[config.mk]
export PLATFORM = sky130hd
export DESIGN_NAME = tpuv2_seq_ctrl
export DESIGN_NICKNAME = d
export VERILOG_FILES = /design/src/rtl/tpuv2_seq_ctrl.sv
export SDC_FILE = /design/constraint.sdc
export NUM_CORES = 1
export LEC_CHECK = 0
export BUFFER_PORTS_ARGS = -buffer_cell sky130_fd_sc_hd__buf_2
export CAP_MARGIN = 20
export CORE_AREA = 4 4 213 215
export CTS_BUF_LIST = sky130_fd_sc_hd__clkbuf_8
export CTS_CLUSTER_SIZE = 14
export DETAILED_ROUTE_END_ITERATION = 12
export DIE_AREA = 0 0 217 219
export GPL_ROUTABILITY_DRIVEN = 0
export PLACE_DENSITY = 0.48
export REMOVE_ABC_BUFFERS = 1
export SETUP_SLACK_MARGIN = 0.05
export SYNTH_ARGS = -nofsm -noshare
export SYNTH_HDL_FRONTEND = slang
export SYNTH_SLANG_ARGS = --single-unit
[constraint.sdc]
create_clock -name clk -period 2.5 [get_ports clk]
set_clock_uncertainty 0.1 [all_clocks]
set_input_delay 0.125 -clock clk [delete_from_list [all_inputs] [get_ports clk]]
set_output_delay 0.125 -clock clk [all_outputs]
set_load 0.01 [all_outputs]
[src/rtl/tpuv2_seq_ctrl.sv]
// Host-facing TPU v2 controller: region decode, A/B row assembly, C clear/read, matmul sequencing.
// Optional feature macro: TPUV2_ACCUM_EN (CTRL bit1 ACCUM lets START skip the C clear).
module tpuv2_seq_ctrl #(
    parameter int BITS_AB = 8,
    parameter int BITS_C  = 16,
    parameter int DIM     = 8,
    parameter int ADDRW   = 16,
    parameter int DATAW   = 64
) (
    input  logic                       clk,
    input  logic                       rst_n,
    input  logic                       req,
    input  logic                       r_w,
    input  logic [ADDRW-1:0]           addr,
    input  logic [DATAW-1:0]           dataIn,
    output logic [DATAW-1:0]           dataOut,
    output logic                       rd_valid,
    output logic                       a_wr_en,
    output logic [$clog2(DIM)-1:0]     a_row,
    output logic [DIM*BITS_AB-1:0]     a_data,
    output logic                       b_wr_en,
    output logic [$clog2(DIM)-1:0]     b_row,
    output logic [DIM*BITS_AB-1:0]     b_data,
    output logic                       compute_en,
    output logic                       c_wr_en,
    output logic [$clog2(DIM)-1:0]     c_row,
    output logic [DIM*BITS_C-1:0]      c_data,
    input  logic [DIM*BITS_C-1:0]      c_in,
    output logic [1:0]                 dbg_state
);

    localparam int RW        = $clog2(DIM);
    localparam int OFFW      = ADDRW - 2;
    localparam int CHUNKS_AB = DIM * BITS_AB / DATAW;
    localparam int CHUNKS_C  = DIM * BITS_C / DATAW;
    localparam int RUN_LEN   = 3 * DIM - 2;
    localparam int CNTW      = $clog2(3 * DIM);

    localparam logic [OFFW-1:0] CAB_W    = OFFW'(CHUNKS_AB);
    localparam logic [OFFW-1:0] CAB_LAST = OFFW'(CHUNKS_AB - 1);
    localparam logic [OFFW-1:0] CC_W     = OFFW'(CHUNKS_C);
    localparam logic [OFFW-1:0] AB_LIM   = OFFW'(DIM * CHUNKS_AB);

    typedef enum logic [1:0] {
        S_IDLE  = 2'd0,
        S_CLEAR = 2'd1,
        S_RUN   = 2'd2,
        S_DONE  = 2'd3
    } state_t;

    state_t                 state;
    logic [CNTW-1:0]        cnt;
    logic                   done;
    logic                   err;
    logic [DIM*BITS_AB-1:0] a_stage, b_stage;
    logic [DIM*BITS_AB-1:0] a_stage_nx, b_stage_nx;

    logic [1:0]      region;
    logic [OFFW-1:0] off;
    logic [OFFW-1:0] ab_chunk, c_chunk;
    logic [RW-1:0]   ab_row, host_c_row;
    logic            busy, wr, rd, a_ok, b_ok, ab_last;
    logic            ctrl_wr0, w1c, start_req, start_ok, err_set;
    logic            skip_clear, accum_bit;
    logic [3:0]      status;
    logic [DATAW-1:0] rdata;

    assign region     = addr[ADDRW-1:ADDRW-2];
    assign off        = addr[OFFW-1:0];
    assign ab_chunk   = off % CAB_W;
    assign c_chunk    = off % CC_W;
    assign ab_row     = RW'(off / CAB_W);
    assign host_c_row = RW'(off / CC_W);

    assign busy      = (state != S_IDLE);
    assign wr        = req & r_w;
    assign rd        = req & ~r_w;
    assign a_ok      = wr & (region == 2'd1) & ~busy & (off < AB_LIM);
    assign b_ok      = wr & (region == 2'd2) & ~busy & (off < AB_LIM);
    assign ab_last   = (ab_chunk == CAB_LAST);
    assign ctrl_wr0  = wr & (region == 2'd0) & (off == '0);
    assign w1c       = ctrl_wr0 & dataIn[2];
    assign start_req = ctrl_wr0 & dataIn[0];
    assign start_ok  = start_req & ~busy;
    // Any A/B write, START or C read attempted mid-run is flagged; CTRL reads never are.
    assign err_set   = busy & ((wr & ((region == 2'd1) | (region == 2'd2))) |
                               start_req | (rd & (region == 2'd3)));

`ifdef TPUV2_ACCUM_EN
    logic accum_q;
    always_ff @(posedge clk) begin
        if (!rst_n)        accum_q <= 1'b0;
        else if (ctrl_wr0) accum_q <= dataIn[1];
    end
    assign accum_bit  = accum_q;
    assign skip_clear = dataIn[1];
`else
    assign accum_bit  = 1'b0;
    assign skip_clear = 1'b0;
`endif

    assign status    = {accum_bit, err, done, busy};
    assign c_data    = '0;
    assign dbg_state = state;
    // The clear sequence owns the C row select; otherwise it follows the host C access.
    assign c_row     = (state == S_CLEAR) ? cnt[RW-1:0] :
                       (req && region == 2'd3) ? host_c_row : '0;

    always_comb begin
        a_stage_nx = a_stage;
        b_stage_nx = b_stage;
        for (int k = 0; k < CHUNKS_AB; k++) begin
            if (ab_chunk == OFFW'(k)) begin
                a_stage_nx[k*DATAW +: DATAW] = dataIn;
                b_stage_nx[k*DATAW +: DATAW] = dataIn;
            end
        end
    end

    always_comb begin
        rdata = '0;
        case (region)
            2'd0: if (off == '0) rdata = DATAW'(status);
            2'd3: begin
                if (!busy) begin
                    for (int k = 0; k < CHUNKS_C; k++) begin
                        if (c_chunk == OFFW'(k)) rdata = c_in[k*DATAW +: DATAW];
                    end
                end
            end
            default: rdata = '0;
        endcase
    end

    always_ff @(posedge clk) begin
        if (!rst_n) begin
            state      <= S_IDLE;
            cnt        <= '0;
            done       <= 1'b0;
            err        <= 1'b0;
            a_stage    <= '0;
            b_stage    <= '0;
            a_wr_en    <= 1'b0;
            a_row      <= '0;
            a_data     <= '0;
            b_wr_en    <= 1'b0;
            b_row      <= '0;
            b_data     <= '0;
            compute_en <= 1'b0;
            c_wr_en    <= 1'b0;
            dataOut    <= '0;
            rd_valid   <= 1'b0;
        end else begin
            a_wr_en  <= 1'b0;
            b_wr_en  <= 1'b0;
            rd_valid <= rd;
            if (rd) dataOut <= rdata;

            if (a_ok) begin
                a_stage <= a_stage_nx;
                if (ab_last) begin
                    a_wr_en <= 1'b1;
                    a_row   <= ab_row;
                    a_data  <= a_stage_nx;
                end
            end
            if (b_ok) begin
                b_stage <= b_stage_nx;
                if (ab_last) begin
                    b_wr_en <= 1'b1;
                    b_row   <= ab_row;
                    b_data  <= b_stage_nx;
                end
            end

            err <= (err & ~w1c) | err_set;
            if (w1c) done <= 1'b0;

            case (state)
                S_IDLE: begin
                    if (start_ok) begin
                        done <= 1'b0;
                        cnt  <= '0;
                        if (skip_clear) begin
                            state      <= S_RUN;
                            compute_en <= 1'b1;
                        end else begin
                            state   <= S_CLEAR;
                            c_wr_en <= 1'b1;
                        end
                    end
                end
                S_CLEAR: begin
                    if (cnt == CNTW'(DIM - 1)) begin
                        cnt        <= '0;
                        state      <= S_RUN;
                        c_wr_en    <= 1'b0;
                        compute_en <= 1'b1;
                    end else begin
                        cnt <= cnt + 1'b1;
                    end
                end
                S_RUN: begin
                    if (cnt == CNTW'(RUN_LEN - 1)) begin
                        cnt        <= '0;
                        state      <= S_DONE;
                        compute_en <= 1'b0;
                    end else begin
                        cnt <= cnt + 1'b1;
                    end
                end
                S_DONE: begin
                    state <= S_IDLE;
                    done  <= 1'b1;
                end
                default: state <= S_IDLE;
            endcase
        end
    end

endmodule

==> results of run 1 <==
worst max-delay path: stages:
cell and delay, ps:
dlygate4sd3_1 530, buf_2 120, or4_4 570, nor4_4 490
and3_2 290, buf_12 230, nand2_1 110, a21oi_1 160
path summary, 6_finish.rpt:
kind / start / endpoint / slack, ps / cells past startpoint
setup / recovery: addr[9] / a_data[43]$_SDFFE_PN0P_ / 220 / 8
hold / removal: addr[13] / dataOut[1]$_SDFFE_PN0P_ / 150 / 6
setup reg to reg: dbg_state[0]$_SDFFE_PN0P_ / b_data[54]$_SDFFE_PN0P_ / 580 / 7
hold reg to reg: a_data[62]$_SDFFE_PN0P_ / a_data[62]$_SDFFE_PN0P_ / 340 / 2
kinds of logic (layout without fill, tap and decap cells):
logic type | count (synthesis) | count (layout) | share of synthesized area [%]
DFF | 212 | 212 | 45.1
muxes | 67 | 67 | 7.14
buffers and inverters | 214 | 728 | 14.5
and+or+nand+nor | 458 | 458 | 19.7
adders and majority gates | 10 | 10 | 1.33
other | 1 | 129 | 0.0398
AOI/OAI and AO/OA | 226 | 226 | 12.3
Yosys cell counts:
master	count
o21a_1	1
nor4_4	1
a21o_1	1
o22ai_1	2
nand4bb_1	2
or3_1	3
nor2_1	129
buf_2	10
nand3_1	16
ha_1	10
o32ai_1	1
a22oi_1	2
mux2_2	1
nand2_1	285
conb_1	1
dfxtp_1	212
or4_4	2
inv_2	1
nand2b_1	2
a211oi_1	1
a21boi_0	1
and2_1	1
nor2b_1	2
nand3b_1	3
buf_8	1
inv_1	8
a22o_1	1
nor4bb_1	1
buf_1	8
mux2i_1	66
o21ai_0	9
and3_1	4
buf_6	7
clkbuf_1	50
nor4b_1	1
a21oi_1	207
buf_4	129
nand4b_1	1
nor3_1	5
state kept, by name, indices dropped and copies added, names as in the netlist:
| register | cells |
|---|---|
| b_row | 3 |
| b_wr_en | 1 |
| dataOut | 64 |
| a_data | 64 |
| err | 1 |
| a_row | 3 |
| cnt | 5 |
| a_wr_en | 1 |
| done | 1 |
| dbg_state | 2 |
| compute_en | 1 |
| c_wr_en | 1 |
| b_data | 64 |
| rd_valid | 1 |
power by group:
part	switching [mW]	internal, mW
registers	0.00937	3.40
clock network	1.55	1.99
logic	0.427	0.465
metal layers:
metal  share of wire (%)  vias up  GRT usage (%)
met2                  49      471           25.1
met3                 9.3       73           5.05
li1                    -     4855              -
met1                  39     4577           15.8
met4                 2.8        2           4.92
met5               0.019        -              0
area by class of cell:
cell class	count	area, sq um	area share (%)
antenna	1	2.50	0.0171
clock buffer	56	771	5.27
clock inverter	16	77.6	0.531
inverter	9	38.8	0.265
multi-input combinational	889	4310	29.5
sequential	212	4240	29.0
tap	592	741	5.07
timing repair buffer	647	4430	30.3
stage by stage:
stage / total power, mW / cell area, sq um / worst slack, ps
5_1_grt: 8.23 / 14600 / 144
3_5_place_dp: 4.07 / 11700 / 200
2_1_floorplan: 3.73 / 8560 / -573
3_3_place_gp: 4.07 / 11700 / 224
4_1_cts: 8.01 / 14600 / 310
6_report: 7.84 / 14600 / 215
repair_timing:
item                                   in CTS  in global routing
buffers inserted                            0                  0
hold buffers                              209                  0
resized for setup                           0                  0
endpoints found under the hold margin     207                  0
==> out/results.ini, run 1 <==
[run_status]
outcome=finished, final reports clean

[yosys]
syn_area_sq_mm=0.00942
avgSynthCellArea_sq_um=7.93
ys_ff_latch=212
synthTopCellsByArea=dfxtp_1 (45%), nand2_1 (11%), a21oi_1 (11%)
netlist-cell-type-count=39
yosysTopAreaCellShare_pct=45.1
yosys_warnings=0
yosysSeqAreaShare_pct=45.1
synthCells=1188
synth_top_area_cell=dfxtp_1

[cts]
htree_levels=2
cts_root_buf=clkbuf_8
clk_path_buf_depth=3
worstSkewPairLatency_ps=570
cts_buffers=41
clk_pin_slew_ps=60
cts_tree=done
cts_sinks=212

[worst_hold_path]
hold_class=in -> reg

[global_route]
grt_use_total_pct=14.2
grt_max_degree=81
grt.overflow.total=0
grt_pass1_wl_microns=54000
antenna_found_initial=2
grt_pass1_vias=9867

[setup_path]
worstSetupStartpointType=primary input
critical_path_class=in -> reg
cp.arrival_ps=2660
cp_max_fo=49
required_ps=2880
endpoint_kind=flop

[sta]
slew_violations=0
setup_viol_count_final=0
hold_slack_ps=151
tightest_slew_ps=719
fin_crit_ps=2280
finalCritPeriodShare_pct=91.4
slew_headroom_pct=52.0
rsz0062_at_grt=no
hold_viol_final=0
max_freq_ghz=0.438
setup_tns_ps=0

[layout]
drive_gt1_share_pct=28.0
utilization_pct=33.4
final_cell_mix=buf_2 (418), nand2_1 (285), dfxtp_1 (212)
fin_cells=2422
finalNetCount=2022
layout_commonest_cell=buf_2
areaGrowthSynthToFinish_pct=55.2
filler_cell_count=4595

[routing]
ant_nets=0
first_iter_violations=420
finalWirelength_microns=35900
route.vias.total=9978
wl_per_cell_microns=14.8
drc=0
firstDrtPassIters=5
via_per_inst=4.12

[floorplanning]
die_x_microns=217
ioPinCount=548
initial_utilization_pct=21.5
fp.dieH_microns=219
num_rows=77
die_area_sq_mm=0.0475
coreArea_sq_mm=0.0437

[power_and_ir_drop]
p_leak_nw=6.75
power.density_mw_per_mm2=536
max-vdd-ir-drop_v=0.000293

[placed_design]
io_buffers=419
placed_cells=2140
dp_hpwl_microns=24700

[job]
cap_viol_max_count=0

Note: power is estimated with default switching activity, not from simulation.
==> run 2: changes to the inputs <==
Settings changed: CORE_AREA 4 4 213 215 to 2 2 211 213, DIE_AREA 0 0 217 219 to 0 0 213 215.
==> out/results.ini, run 2 (same netlist as run 1, synthesis figures left out) <==
[routing]
drc=0  ; unchanged
first_iter_violations=491  ; +17%
via_per_inst=4.04  ; -1.9%
ant_nets=0  ; unchanged
firstDrtPassIters=5  ; unchanged
wl_per_cell_microns=14.3  ; -3.4%
route.vias.total=9750  ; -2.3%
finalWirelength_microns=34500  ; -3.8%

[layout]
largestRegisters=a_data x64, b_data x64, dataOut x64
finalNetCount=2023  ; +0.049%
areaGrowthSynthToFinish_pct=54.0
diodes=0  ; -1
final_cell_mix=buf_2 (418), nand2_1 (285), dfxtp_1 (212)
fin_cells=2412  ; -0.41%
layout_commonest_cell=buf_2
drive_gt1_share_pct=27.6  ; -0.41 points

[cts]
cts_tree=done
ctsResizeCount=0  ; unchanged
clk_pin_slew_ps=50  ; about the same
cts_root_buf=clkbuf_8
cts_sinks=212  ; unchanged
clk_path_buf_depth=3  ; unchanged
cts_hold_buf=209  ; unchanged
cts_buffers=39  ; -4.9%
worstSkewPairLatency_ps=570  ; about the same
postCtsSetupBuffers=0  ; unchanged
htree_levels=2  ; unchanged

[sta]
slew_violations=0  ; unchanged
setup_viol_count_final=0  ; unchanged
hold_slack_ps=80.0  ; -71.4 ps
setup_tns_ps=0  ; unchanged
max_freq_ghz=0.427  ; -2.4%
finalCritPeriodShare_pct=93.7  ; +2.3 points
fin_crit_ps=2340  ; +57.1 ps
rsz0062_at_grt=no
slew_headroom_pct=54.5  ; +2.5 points
tightest_slew_ps=682  ; -37.4 ps
hold_viol_final=0  ; unchanged

[setup_path]
rr_endpoint=dataOut[58]$_SDFFE_PN0P_
critical_path_class=in -> reg
cp_max_fo=3  ; -94%
worstSetupStartpointType=primary input
endpoint_kind=flop
r2r-start=dbg_state[0]$_SDFFE_PN0P_
reg2reg_slack_ps=250  ; -330 ps
required_ps=2900  ; +20 ps
cp.arrival_ps=2740  ; +80 ps
reg2regPathDepth=8  ; +1

[floorplanning]
initial_utilization_pct=21.6  ; +0.048 points
fp.dieH_microns=215  ; -1.8%
num_rows=77  ; unchanged
die_x_microns=213  ; -1.8%
die_area_sq_mm=0.0458  ; -3.6%
ioPinCount=548  ; unchanged
coreArea_sq_mm=0.0436  ; -0.22%

[worst_hold_path]
min_path_cells=5  ; -1
hold_class=in -> reg
hold_start=addr[0]
hold_end=err$_SDFF_PN0_

[power_and_ir_drop]
max-vdd-ir-drop_v=0.000255  ; -13%
power.total_mw=7.46  ; -4.8%
p_sw_share_pct=24.9  ; -0.46 points
switchingPower_mw=1.86  ; -6.6%
power_frac_clock_pct=42.6  ; -2.6 points
seqPwrFrac_pct=45.6  ; +2.2 points
p_leak_nw=6.71  ; -0.69%
p_comb_share_pct=11.7  ; +0.3 points
power.density_mw_per_mm2=515  ; -4.1%
intPower_mw=5.60  ; -4.2%

[global_route]
grt_pass1_wl_microns=51900  ; -3.8%
grt_use_total_pct=14.6  ; +0.39 points
grt_max_degree=82  ; +1.2%
grt.overflow.total=0  ; unchanged
antenna_found_initial=1  ; -1
grt_pass1_vias=9491  ; -3.8%
met1_usage_pct=15.7  ; -0.13 points
use_met3_pct=3.95  ; -1.1 points
use_met2_pct=27.0  ; +1.9 points
top_usage_layer=met2

[placed_design]
dp_hpwl_microns=24200  ; -2.2%
placed_cells=2143  ; +0.14%
io_buffers=419  ; unchanged

[run_status]
outcome=finished, final reports clean

[job]
cap_viol_max_count=0  ; unchanged

run 2: metrics by stage:
step	util [%]	setup slack (ps)	cell area (sq um)
2_1_floorplan	-	-573	8560
3_3_place_gp	26.8	197	11700
3_5_place_dp	26.8	181	11700
4_1_cts	33.2	244	14500
5_1_grt	33.2	61.4	14500
6_report	33.2	158	14500
run 2: worst max path at each step:
stage                     startpoint                        to  slack, ps  cells past startpoint
after detailed placement     addr[8]    a_data[7]$_SDFFE_PN0P_        180                      7
after global routing         addr[5]   dataOut[0]$_SDFFE_PN0P_         60                      7
final                        addr[5]   dataOut[0]$_SDFFE_PN0P_        160                      7
after floorplan                  r_w  dataOut[10]$_SDFFE_PN0P_       -570                      5
after CTS                    addr[5]   dataOut[0]$_SDFFE_PN0P_        240                      7
after global placement       addr[8]    a_data[7]$_SDFFE_PN0P_        200                      7
run 2: cell type report:
type / count / area (sq um)
clock inverters: 14 / 83.8
multi-input cells: 889 / 4320
repair buffers: 650 / 4440
fillers: 4601 / 29100
flip-flops and latches: 212 / 4240
clock buffers: 46 / 633
inverters: 9 / 38.8
well taps: 592 / 741
run 2: critical path, cell delays in order:
cell and delay [ps]:
dlygate4sd3_1 530, buf_2 130, or4_4 530, dlygate4sd3_1 580, nor4bb_1 530, a21oi_1 150
o21ai_0 150
run 2: per-layer routing:
layer	vias to the layer above	share of wire, %
met5	-	0.035
met4	2	2.5
met3	46	7.1
met2	407	52
met1	4444	39
li1	4851	-
run 2: power by group through the flow:
stage / Sequential [mW] / Combinational, mW / Clock (mW)
final: 3.41 / 0.875 / 3.18
after global routing: 3.41 / 0.954 / 3.49
after CTS: 3.40 / 0.863 / 3.35
after detailed placement: 3.48 / 0.583 / 0
after global placement: 3.48 / 0.579 / 0
after floorplan: 3.49 / 0.244 / 0
==> run 3: changes to the inputs <==
Clock period 2.5 ns to 3.03 ns, I/O delays scaled along.
==> out/results.ini, run 3 (same netlist as run 1, synthesis figures left out) <==
[power_and_ir_drop]
switchingPower_mw=1.60  ; -14%
seqPwrFrac_pct=45.3  ; -0.3 points
max-vdd-ir-drop_v=0.000261  ; +2.4%
p_comb_share_pct=11.7  ; about the same
p_sw_share_pct=25.7  ; +0.81 points
power.total_mw=6.20  ; -17%
power.density_mw_per_mm2=431  ; -16%
power_frac_clock_pct=43.0  ; +0.4 points
p_leak_nw=6.66  ; -0.77%
intPower_mw=4.60  ; -18%

[layout]
final_cell_mix=buf_2 (418), nand2_1 (285), dfxtp_1 (212)
areaGrowthSynthToFinish_pct=52.8
diodes=0  ; unchanged
layout_commonest_cell=buf_2
finalNetCount=2010  ; -0.64%
utilization_pct=33.0  ; -0.27 points
drive_gt1_share_pct=27.6  ; -0.059 points
largestRegisters=a_data x64, b_data x64, dataOut x64
filler_cell_count=4624  ; +0.50%

[setup_path]
cp_max_fo=20  ; +17
r2r-start=dbg_state[0]$_SDFFE_PN0P_
cp.arrival_ps=2840  ; +100 ps
worstSetupStartpointType=primary input
rr_endpoint=dataOut[52]$_SDFFE_PN0P_
reg2regPathDepth=8  ; unchanged
endpoint_kind=flop
required_ps=3400  ; +500 ps
reg2reg_slack_ps=800  ; +550 ps
critical_path_class=in -> reg

[worst_hold_path]
min_path_cells=4  ; -1
hold_class=in -> reg
hold_start=addr[15]
hold_end=b_wr_en$_SDFF_PN0_

[routing]
firstDrtPassIters=4  ; -1
via_per_inst=4.07  ; +0.60%
ant_nets=0  ; unchanged
wl_per_cell_microns=14.7  ; +2.6%
route.vias.total=9780  ; +0.31%
finalWirelength_microns=35300  ; +2.3%
first_iter_violations=407  ; -17%
drc=0  ; unchanged

[placed_design]
dp_hpwl_microns=24300  ; +0.57%
io_buffers=419  ; unchanged

[sta]
rsz0062_at_grt=no
tightest_slew_ps=953  ; +271 ps
slew_headroom_pct=36.5  ; -18 points
fin_crit_ps=2470
setup_viol_count_final=0  ; unchanged
max_freq_ghz=0.405
finalCritPeriodShare_pct=81.4
slew_violations=0  ; unchanged
hold_viol_final=0  ; unchanged

[floorplanning]
die_area_sq_mm=0.0458  ; unchanged
fp.dieH_microns=215  ; unchanged
ioPinCount=548  ; unchanged
num_rows=77  ; unchanged
die_x_microns=213  ; unchanged
coreArea_sq_mm=0.0436  ; unchanged
initial_utilization_pct=21.6  ; unchanged

[cts]
cts_tree=done
cts_root_buf=clkbuf_8
cts_hold_buf=203  ; -2.9%
clk_path_buf_depth=3  ; unchanged
postCtsSetupBuffers=0  ; unchanged
clk_pin_slew_ps=60  ; about the same
cts_sinks=212  ; unchanged
cts_buffers=40  ; +2.6%
htree_levels=2  ; unchanged
worstSkewPairLatency_ps=550  ; -20 ps
ctsResizeCount=0  ; unchanged

[global_route]
grt_use_total_pct=14.8  ; +0.26 points
grt_pass1_wl_microns=52800  ; +1.7%
antenna_found_initial=2  ; +1
grt_pass1_vias=9607  ; +1.2%
grt.overflow.total=0  ; unchanged
grt_max_degree=117  ; +43%

[run_status]
outcome=finished, final reports clean

[job]
cap_viol_max_count=0  ; unchanged

[run 3: cell types whose count changed in the layout (fill, tap and decap cells not counted)]
cell	before	now
bufinv_16	1	0
clkbuf_8	46	48
inv_1	17	19
clkinvlp_4	0	1
dlygate4sd3_1	209	203
buf_12	7	5
clkinv_2	4	7
buf_4	16	10
[run 3: worst max-delay path by stage]
stage | startpoint | endpoint | slack (ps) | cells after the start
floorplan | r_w | dataOut[10]$_SDFFE_PN0P_ | -70 | 5
finish | addr[5] | a_data[27]$_SDFFE_PN0P_ | 560 | 8
detailed placement | addr[8] | a_data[27]$_SDFFE_PN0P_ | 420 | 7
global placement | addr[8] | a_row[0]$_SDFFE_PN0P_ | 440 | 7
CTS | addr[5] | a_data[27]$_SDFFE_PN0P_ | 590 | 8
global route | addr[5] | a_data[47]$_SDFFE_PN0P_ | 470 | 8
[run 3: layer usage]
layer / vias up / global-route usage (%) / share of wire, %
met3: 63 / 4.76 / 8.3
met1: 4477 / 15.8 / 39
met5: - / 0 / 0.037
met2: 417 / 26.8 / 49
met4: 2 / 5.83 / 3.3
li1: 4821 / - / -
[run 3: power groups by stage]
stage | clock network, mW | logic, mW | registers (mW)
after CTS | 2.79 | 0.713 | 2.81
after floorplan | 0 | 0.201 | 2.88
after detailed placement | 0 | 0.486 | 2.87
final | 2.66 | 0.724 | 2.81
after global placement | 0 | 0.482 | 2.87
after global routing | 2.91 | 0.787 | 2.81
[run 3: per-stage QoR]
step                      cell area, sq um  cells  hold WS, ps  worst slack (ps)  setup TNS [ps]
after global routing                 14400   2405         60.8               475               0
final                                14400   2405         73.2               563               0
after floorplan                       8560   1110          190             -69.6           -4180
after detailed placement             11600   2135          312               422               0
after CTS                            14400   2405         15.5               591               0
after global placement               11600   2135          310               442               0
[run 3: final cells by class]
type	instances	area (sq um)	area share [%]
Clock buffer	48	661	4.59
Clock inverter	19	83.8	0.583
Inverter	9	38.8	0.270
Multi-Input combinational cell	889	4320	30.0
Sequential cell	212	4240	29.5
Tap cell	592	741	5.15
Timing Repair Buffer	636	4300	29.9
[run 3: worst max-delay path: stages]
cell           delay [ps]
dlygate4sd3_1         540
buf_2                 130
or4_4                 530
nor4_4                590
and3_2                330
buf_4                 290
nand2_1               110
a21oi_1               170
